`src/rtl/fp_pkg.sv`:
```
// fp_pkg: shared custom-float defaults, status flag codes and width helpers
// for the shared multiplier slice.
package fp_pkg;
    localparam int EXP_DEF = 5;
    localparam int FRA_DEF = 10;

    typedef enum logic [2:0] {
        FLAG_NORMAL = 3'd0,
        FLAG_ZERO   = 3'd1,
        FLAG_INF    = 3'd2,
        FLAG_NAN    = 3'd3,
        FLAG_UNDER  = 3'd4
    } flag_e;

    function automatic int word_w(int e, int f);
        return e + f + 1;
    endfunction

    function automatic int id_w(int n);
        return n > 1 ? $clog2(n) : 1;
    endfunction
endpackage

```
`src/rtl/cmult.sv`:
```
// cmult: combinational custom-float multiplier; subnormal inputs flush to zero,
// round to nearest even, overflow saturates to infinity.
module cmult import fp_pkg::*; #(
    parameter int EXP = EXP_DEF,
    parameter int FRA = FRA_DEF
) (
    input  logic             reset,
    input  logic             valid,
    input  logic [EXP+FRA:0] a,
    input  logic [EXP+FRA:0] b,
    output logic [EXP+FRA:0] y,
    output logic [2:0]       flag
);
    localparam logic [EXP-1:0] EMAX = '1;
    localparam int BIAS = 2 ** (EXP - 1) - 1;
    logic [EXP-1:0] ea, eb;
    logic [FRA-1:0] fa, fb, frac;
    logic a_nan, b_nan, a_inf, b_inf, a_zero, b_zero, nan, inf, zero, ovf, unf, sgn, rnd;
    logic [2*FRA+1:0] prod, nprod;
    logic [FRA+1:0] mant;
    int e;
    always_comb begin
        sgn    = a[EXP+FRA] ^ b[EXP+FRA];
        ea     = a[EXP+FRA-1:FRA];
        eb     = b[EXP+FRA-1:FRA];
        fa     = a[FRA-1:0];
        fb     = b[FRA-1:0];
        a_zero = ea == '0;
        b_zero = eb == '0;
        a_inf  = ea == EMAX && fa == '0;
        b_inf  = eb == EMAX && fb == '0;
        a_nan  = ea == EMAX && fa != '0;
        b_nan  = eb == EMAX && fb != '0;
        nan    = a_nan | b_nan | (a_inf & b_zero) | (b_inf & a_zero);
        inf    = a_inf | b_inf;
        zero   = a_zero | b_zero;
        prod   = {{(FRA+1){1'b0}}, 1'b1, fa} * {{(FRA+1){1'b0}}, 1'b1, fb};
        nprod  = prod[2*FRA+1] ? prod : prod << 1;
        // guard bit decides; ties go to the even mantissa
        rnd    = nprod[FRA] & (nprod[FRA+1] | (|nprod[FRA-1:0]));
        mant   = {1'b0, nprod[2*FRA+1:FRA+1]} + {{(FRA+1){1'b0}}, rnd};
        frac   = mant[FRA+1] ? mant[FRA:1] : mant[FRA-1:0];
        e      = int'(ea) + int'(eb) - BIAS + int'(prod[2*FRA+1]) + int'(mant[FRA+1]);
        ovf    = e >= int'(EMAX);
        unf    = e <= 0;
        flag   = nan ? FLAG_NAN : inf ? FLAG_INF : zero ? FLAG_ZERO :
                 ovf ? FLAG_INF : unf ? FLAG_UNDER : FLAG_NORMAL;
        y      = nan ? {1'b0, EMAX, 1'b1, {(FRA-1){1'b0}}} :
                 (inf || (ovf && !zero)) ? {sgn, EMAX, {FRA{1'b0}}} :
                 (zero || unf) ? {sgn, {(EXP+FRA){1'b0}}} :
                 {sgn, e[EXP-1:0], frac};
        if (reset || !valid) begin
            y    = '0;
            flag = FLAG_NORMAL;
        end
    end
endmodule

```
`src/rtl/rr_arbiter.sv`:
```
// rr_arbiter: combinational round-robin pick of the first request at or after ptr;
// the pointer register is owned by the caller.
module rr_arbiter #(
    parameter int NREQ = 4,
    parameter int IDW  = 2
) (
    input  logic [NREQ-1:0] req,
    input  logic [IDW-1:0]  ptr,
    input  logic            en,
    output logic [NREQ-1:0] gnt,
    output logic [IDW-1:0]  idx
);
    logic any;
    always_comb begin
        idx = '0;
        any = 1'b0;
        // descending scan so the closest request after ptr is written last
        for (int k = NREQ - 1; k >= 0; k--) begin
            if (req[(int'(ptr) + k) % NREQ]) begin
                idx = IDW'((int'(ptr) + k) % NREQ);
                any = 1'b1;
            end
        end
        gnt = (en && any) ? {{(NREQ-1){1'b0}}, 1'b1} << idx : '0;
    end
endmodule

```
`src/rtl/fmul_share_arb.sv`:
```
// fmul_share_arb: round-robin shares one cmult between NREQ requesters through a
// two-stage operand/result pipeline. FMUL_STICKY_FLAG_EN adds per-requester sticky flags.
module fmul_share_arb import fp_pkg::*; #(
    parameter int EXP  = EXP_DEF,
    parameter int FRA  = FRA_DEF,
    parameter int NREQ = 4,
    parameter int IDW  = id_w(NREQ)
) (
    input  logic                          clk,
    input  logic                          aresetn,
    input  logic [NREQ-1:0]               req_valid,
    output logic [NREQ-1:0]               req_ready,
    input  logic [NREQ*(EXP+FRA+1)-1:0]   req_a,
    input  logic [NREQ*(EXP+FRA+1)-1:0]   req_b,
    output logic                          rsp_valid,
    input  logic                          rsp_ready,
    output logic [IDW-1:0]                rsp_id,
    output logic [EXP+FRA:0]              rsp_y,
    output logic [2:0]                    rsp_flag
`ifdef FMUL_STICKY_FLAG_EN
    ,
    input  logic                          sticky_clr,
    output logic [NREQ*3-1:0]             sticky_flag
`endif
);
    localparam int W = word_w(EXP, FRA);
    logic s0_v, s1_v, s0_adv, s1_adv;
    logic [IDW-1:0] ptr, s0_id, gnt_idx;
    logic [NREQ-1:0] gnt;
    logic [W-1:0] s0_a, s0_b, y;
    logic [2:0] flag;

    assign s1_adv    = !s1_v || rsp_ready;
    assign s0_adv    = !s0_v || s1_adv;
    assign req_ready = gnt;
    assign rsp_valid = s1_v;

    // grants are suppressed while reset is held so nothing is accepted then
    rr_arbiter #(.NREQ(NREQ), .IDW(IDW)) u_arb (
        .req(req_valid),
        .ptr(ptr),
        .en (s0_adv && aresetn),
        .gnt(gnt),
        .idx(gnt_idx)
    );

    cmult #(.EXP(EXP), .FRA(FRA)) u_cmult (
        .reset(1'b0),
        .valid(1'b1),
        .a    (s0_a),
        .b    (s0_b),
        .y    (y),
        .flag (flag)
    );

    always_ff @(posedge clk) begin
        if (!aresetn) begin
            s0_v     <= 1'b0;
            s1_v     <= 1'b0;
            ptr      <= '0;
            s0_id    <= '0;
            s0_a     <= '0;
            s0_b     <= '0;
            rsp_id   <= '0;
            rsp_y    <= '0;
            rsp_flag <= '0;
        end else begin
            if (s0_adv) begin
                s0_v <= |gnt;
                if (|gnt) begin
                    s0_a  <= req_a[gnt_idx*W +: W];
                    s0_b  <= req_b[gnt_idx*W +: W];
                    s0_id <= gnt_idx;
                    ptr   <= (gnt_idx == IDW'(NREQ - 1)) ? '0 : gnt_idx + 1'b1;
                end
            end
            if (s1_adv) begin
                s1_v <= s0_v;
                if (s0_v) begin
                    rsp_id   <= s0_id;
                    rsp_y    <= y;
                    rsp_flag <= flag;
                end
            end
        end
    end

`ifdef FMUL_STICKY_FLAG_EN
    always_ff @(posedge clk) begin
        if (!aresetn || sticky_clr)
            sticky_flag <= '0;
        else if (rsp_valid && rsp_ready)
            sticky_flag[rsp_id*3 +: 3] <= sticky_flag[rsp_id*3 +: 3] | rsp_flag;
    end
`endif
endmodule
```
`config.mk`:
```
export PLATFORM = sky130hd
export DESIGN_NAME = fmul_share_arb
export DESIGN_NICKNAME = d
export VERILOG_FILES = /design/src/rtl/fp_pkg.sv /design/src/rtl/cmult.sv /design/src/rtl/rr_arbiter.sv /design/src/rtl/fmul_share_arb.sv
export SDC_FILE = /design/constraint.sdc
export NUM_CORES = 1
export LEC_CHECK = 0
export ABC_AREA = 1
export BUFFER_PORTS_ARGS = -buffer_cell sky130_fd_sc_hd__buf_2
export CELL_PAD_IN_SITES_DETAIL_PLACEMENT = 1
export CELL_PAD_IN_SITES_GLOBAL_PLACEMENT = 2
export CORE_AREA = 2 2 165 167
export DETAILED_ROUTE_END_ITERATION = 7
export DIE_AREA = 0 0 167 169
export GPL_TIMING_DRIVEN = 0
export PLACE_DENSITY_LB_ADDON = 0.1
export REMOVE_ABC_BUFFERS = 1
export SLEW_MARGIN = 20
export SYNTH_ARGS = -nofsm -noshare
export SYNTH_HDL_FRONTEND = slang
export SYNTH_SLANG_ARGS = --single-unit
```
`constraint.sdc`:
```
create_clock -name clk -period 14.32 [get_ports clk]
set_input_delay 2.864 -clock clk [delete_from_list [all_inputs] [get_ports clk]]
set_output_delay 2.864 -clock clk [all_outputs]
set_load 0.05 [all_outputs]
```
* After elaboration in Yosys (flattened, before gate mapping)
Cells that the tools add are included.
** Cells by class
- $add $sub $neg :: 9
- $mul :: 1
- $lt $le $gt $ge :: 6
- Equality and inequality tests :: 3
- Shifts and indexed selects :: 3
- Muxes and demuxes :: 31
- Bitwise gates (word level) :: 13
- Reduce and logical (&&, ||, !) cells :: 27
** Operators by type and width (count)
- 64-bit by 7-bit indexed part select with 16-bit output :: 2
- 32-bit by 2-bit adder with 32-bit output :: 2
- 32-bit by 6-bit greater-or-equal comparator with 1-bit output, second input constant :: 1
- 32-bit by 1-bit less-or-equal comparator with 1-bit output, second input constant :: 1
- 32-bit by 5-bit subtractor with 32-bit output, second input constant :: 1
- 15-bit 2-to-1 mux :: 2
- 11-bit by 11-bit multiplier with 22-bit output :: 1
- 22-bit 2-to-1 mux :: 1
- 10-bit zero test :: 2
- 10-bit nonzero test :: 2
- 16-bit 2-to-1 mux :: 1
- 3-bit 2-to-1 mux :: 5
- 11-bit by 1-bit adder with 12-bit output :: 1
- 3-bit by 4-bit less-than comparator with 1-bit output, second input constant :: 3
- 1-bit 2-to-1 mux :: 11
- 5-bit equality test, second input constant :: 2
- 5-bit zero test :: 2
- 10-bit 2-to-1 mux :: 1
- 2-bit 2-to-1 mux :: 5
- 10-bit OR reduction :: 1
- 1-bit binary-select mux with 2-bit select :: 4
- 1-bit logical AND :: 7
- 5-bit by 5-bit adder with 6-bit output :: 1
- 1-bit bitwise OR :: 6
- 14 further kinds :: 28
** Storage, ports and cells
- Register bits after elaboration :: 59
- Bits of input ports :: 135
- Output and inout port bits :: 26

* Logic depth before layout (Yosys ltp)
- Word-level depth :: 14
- Mapped depth :: 49
- Depth with buffers taken out :: 47

* Modules after synthesis
From an unflattened synthesis, not the netlist that was laid out.
** Unflattened totals
- Cell total of the unflattened synthesis :: 1623
- Area total of the unflattened synthesis :: 9844.4 um^2
** Modules (own cells, without submodules)
- cmult :: instances 1, cells an instance 850, area each 5676.7 um^2, sequential area each 0.0 um^2
- fmul_share_arb :: instances 1, cells an instance 709, area each 3868.7 um^2, sequential area each 1181.1 um^2
- rr_arbiter :: instances 1, cells an instance 64, area each 299.0 um^2, sequential area each 0.0 um^2

* Worst setup path before layout
No wires, ideal clock.
- Path type :: input to output
- Start :: input port req_valid[3]
- End :: output port req_ready[3]
- Data arrival time :: 4913 ps
- Path slack :: 6543 ps
- Stages :: 13
- Path through :: or2_1 > o21ai_1 > inv_2 > nand2_1 > nand2_1 > nor2_1 > nand3_1 > nand2_2 > buf_2 > buf_2 > ha_1 > inv_1 > nor2_1
** Between the ends
- Cells in the longest elaborated chain, start to end :: 9
- Elaborated cells between the ends (all ways) :: 22
- Classes of those cells :: shift: 1; mux: 20; reduce/logical: 1
** Ends and longest elaborated chain
- start, declared :: line fmul_share_arb.sv:11 : input logic [NREQ-1:0] req_valid,
- 1-bit binary-select mux with 2-bit select :: line rr_arbiter.sv:19 : if (req[(int'(ptr) + k) % NREQ]) begin
- 1-bit 2-to-1 mux (implied by the code) (2 in series) :: line rr_arbiter.sv:19
- 2-bit 2-to-1 mux (3 in series) :: line rr_arbiter.sv:19
- 2-bit 2-to-1 mux * :: line rr_arbiter.sv:19
- named net gnt_idx[0] :: line fmul_share_arb.sv:28 : logic [IDW-1:0] ptr, s0_id, gnt_idx;
- 1-bit by 2-bit left shift with 4-bit output * :: line rr_arbiter.sv:24 : gnt = (en && any) ? {{(NREQ-1){1'b0}}, 1'b1} << idx : '0;
- 4-bit 2-to-1 mux * :: line rr_arbiter.sv:24
- end, declared :: line fmul_share_arb.sv:12 : output logic [NREQ-1:0] req_ready,
The timed path passes the listed nets; every way through them passes the cells marked *. The select of a mux whose other input is x is not followed.

* Final worst setup path
- Start :: input port req_valid[3]
- End :: output port req_ready[2]
** Between the ends
- Cells in the longest elaborated chain, start to end :: 9
- Elaborated cells between the ends (all ways) :: 22
- Classes of those cells :: shift: 1; mux: 20; reduce/logical: 1
** Ends and longest elaborated chain (line)
- 1-bit binary-select mux with 2-bit select :: rr_arbiter.sv:19
- 1-bit 2-to-1 mux (implied by the code) (2 in series) :: rr_arbiter.sv:19
- 2-bit 2-to-1 mux / 1-bit 2-to-1 mux (equally long branches) (4 in series) :: rr_arbiter.sv:19
- 1-bit by 2-bit left shift with 4-bit output / 1-bit logical AND (equally long branches) :: rr_arbiter.sv:24
- 4-bit 2-to-1 mux * :: rr_arbiter.sv:24
Every way passes the cells marked *; elsewhere a longest branch is shown, timed or not. The select of a mux whose other input is x is not followed.

==> results.md <==
* Starting density of the core at 0.335
* Num rows at 60
* Met3 Usage GRT at 0.0337
* Max incr delay on CP at 0.72 ns
* Ports at roughly 160
* Final Core Density at 0.385
* Worst r2r src: s0_a[6]$_SDFFE_PN0P_
* Startpoint class of the critical path: primary input
* Worst hold slack at 0.460 ns
* Cell Area, Synth at 8870 µm²
* Iteration-0 DRC count of the detailed router at just under 300
* Initial antenna violation count at 0
* Max IR drop VDD at 0.305 mV
* NumNets Final at roughly 1800
* Final Skew at slightly below 0.007 ns
* Total power at about 0.0023 W
* Core footprint at roughly 27000 µm²
* DPL Wire Length at approximately 21 mm
* Synth area leaders: fa_1, dfxtp_1, nand2_1
* Hold Path Class: flop to flop
* Slew Viols, Final at 0
* Yosys warnings at 0
* CTS Hold Bufs at 0
* Vias in the first global route at between 9000 and 10000
* Clock buffer depth at 2
* First-pass GRT wire length at 45.0 mm
* Post_cts resized at 0
* PD cells at around 230 nW/µm²
* Avg Cell Area, Syn at 6.57 µm²
* Fill cell count at 3488
* Die Area at 28200 µm²
* CTS tree: yes
* Asr flop ratio synth at 0
* Worst-Margin Slew at 1.07 ns
* Area leader, netlist: fa_1
* Leakage at around 6 nW
* Fin crit share at 0.601
* Setup Viol. Count Final at 0
* Final WL at around 26 mm
* Hold path start: rsp_y[4]$_SDFFE_PN0P_
* Area Overhead vs Synth at 15.0%
* Clk sinks at roughly 60
* Max-cap viol count at 0
* Fmax at approximately 120 MHz
* Sequential cell area at roughly 1200 µm²
* Post-CTS setup buffers at 0
* CTS Root Cell: clkbuf_16
* Arr. time, crit path at 5.75 ns
* CP Capture Type: output pin
* Sequential fraction of the synthesis area at 0.133
* Htree depth at 3
* Syn Inst Count at ~1300
* Die Wd at roughly 170 µm
* Synth unique cells at 50
* Clk Latency, worst-skew pair at between 0.3 and 0.4 ns
* Number of buffers created by CTS at 9
* Port bufs at 160
* Cell family with most CP delay: buffers and inverters
* WL/cell at ~15 µm
* Synth top area share at 0.185
* Share of cells above drive strength 1 at 0.155
* RSZ-0062 raised after global routing: no
* Crit path from: req_valid[3]
* Slowest CP cell: inv_4
* Final instance area at between 10000 and 15000 µm²
* Worst path cell trace: buf_2 > or2_1 > o21ai_1 > inv_2 > nand2_1 > nand2_1 > o21ai_1 > nand2_4 > inv_4 > ha_1 > inv_1 > nor2_1 > buf_2
* Post-synth top cells: nand2_1, inv_1, nor2_1, fa_1, ha_1
* CP Buf/Inv Count at 5
* # diodes at 0
* Post-DR vias/cell at 4.78
* Tmin final at 8.61 ns
* Met1 usage at 0.253
* ANT nets after route at 0
* Busiest grt layer: met2
* EDFF count, synth at 0
* FF+latch count, synth at approximately 60
* Grt ovf at 0
* Pin count of the biggest net entering global routing at 69
* Worst-path clk slew at roughly 0.050 ns
* Multi-input logic area at approximately 6300 µm²
* Final Hold Fails at 0
* Gpl congestion at between 0.8 and 0.9
* Worst Path Max Fanout at roughly 70
* GRT Overall Usage at 0.194
* Critical Path RT at approximately 11 ns
* Relative slew slack at 0.287
* Residual DRC at 0
* Die H at 169 µm
* Post-DP Area at 9870 µm²
* Top_reg_cell synth: dfxtp_1
* Met2 global-route usage at 0.338
* Worst Setup Path Type: primary input to output pin
* Setup tns final at 0 ns
* Status: complete, no violations
* Total number of vias at 8655
* Most frequent cell after synthesis: nand2_1
* Pre-antenna DRT Iters at 4
[routing by layer]
layer / vias up / share of wire
li1: 4387 / -
met1: 4128 / 0.49
met2: 123 / 0.46
met3: 17 / 0.037
met4: 0 / 0.011
met5: - / 0
[tightest hold or removal path: stages, from the launching register on]
cell and delay [ns]:
dfxtp_1 0.30, nand2_1 0.06, a21oi_1 0.05
[kinds of logic (layout without fill, tap and decap cells)]
family	Yosys count	count (layout)	synth area share
and+or+nand+nor	593	593	0.290
buffers and inverters	349	468	0.154
AOI/OAI and AO/OA	172	172	0.113
adders and majority gates	157	157	0.291
DFF	59	59	0.133
xor gates and xnor gates	19	19	0.0196
[stage by stage]
step,instances,setup slack (ns)
after floorplan,1292,5.70
after global placement,1793,4.88
after detailed placement,1794,5.71
after CTS,1809,5.69
after global routing,1809,5.02
final,1809,5.71
[power breakdown]
part	switching (W)	internal, W
combinational	0.00119	0.000592
clock	0.0000862	0.000161
sequential	0.000110	0.000215
total	0.00138	0.000967
[final timing paths]
kind | endpoint | slack [ns] | cells after the start
worst max register to register | rsp_y[12]$_SDFFE_PN0P_ | 5.86 | 42
worst min-delay path | rsp_y[4]$_SDFFE_PN0P_ | 0.46 | 2
worst max-delay path | req_ready[2] | 5.71 | 13
worst min register to register | rsp_y[4]$_SDFFE_PN0P_ | 0.46 | 2
[cell usage in the layout (no fill, tap or decap), types with 36 or more instances in the layout]
| cell | netlist | layout |
|---|---|---|
| nand2_1 | 295 | 295 |
| a21oi_1 | 36 | 36 |
| nor2_1 | 150 | 150 |
| ha_1 | 75 | 75 |
| dfxtp_1 | 59 | 59 |
| fa_1 | 82 | 82 |
| o21ai_1 | 56 | 56 |
| inv_1 | 277 | 277 |
| nand3_1 | 63 | 63 |
| buf_2 | 11 | 160 |
[registers in the layout (all words and copies together) (netlist names)]
signal and flops:
ptr 2, s0_b 16, rsp_valid 1, rsp_flag 3, s0_id 2, s0_a 16, rsp_y 16, s0_v 1
rsp_id 2
[cell type report]
class,instances,area share
clock buffer,11,0.0248
clock inverter,4,0.00724
inverter,292,0.108
multi-input combinational,941,0.621
sequential,59,0.116
tap,341,0.0418
timing repair buffer,161,0.0812
Power figures use the tool's default switching activity.
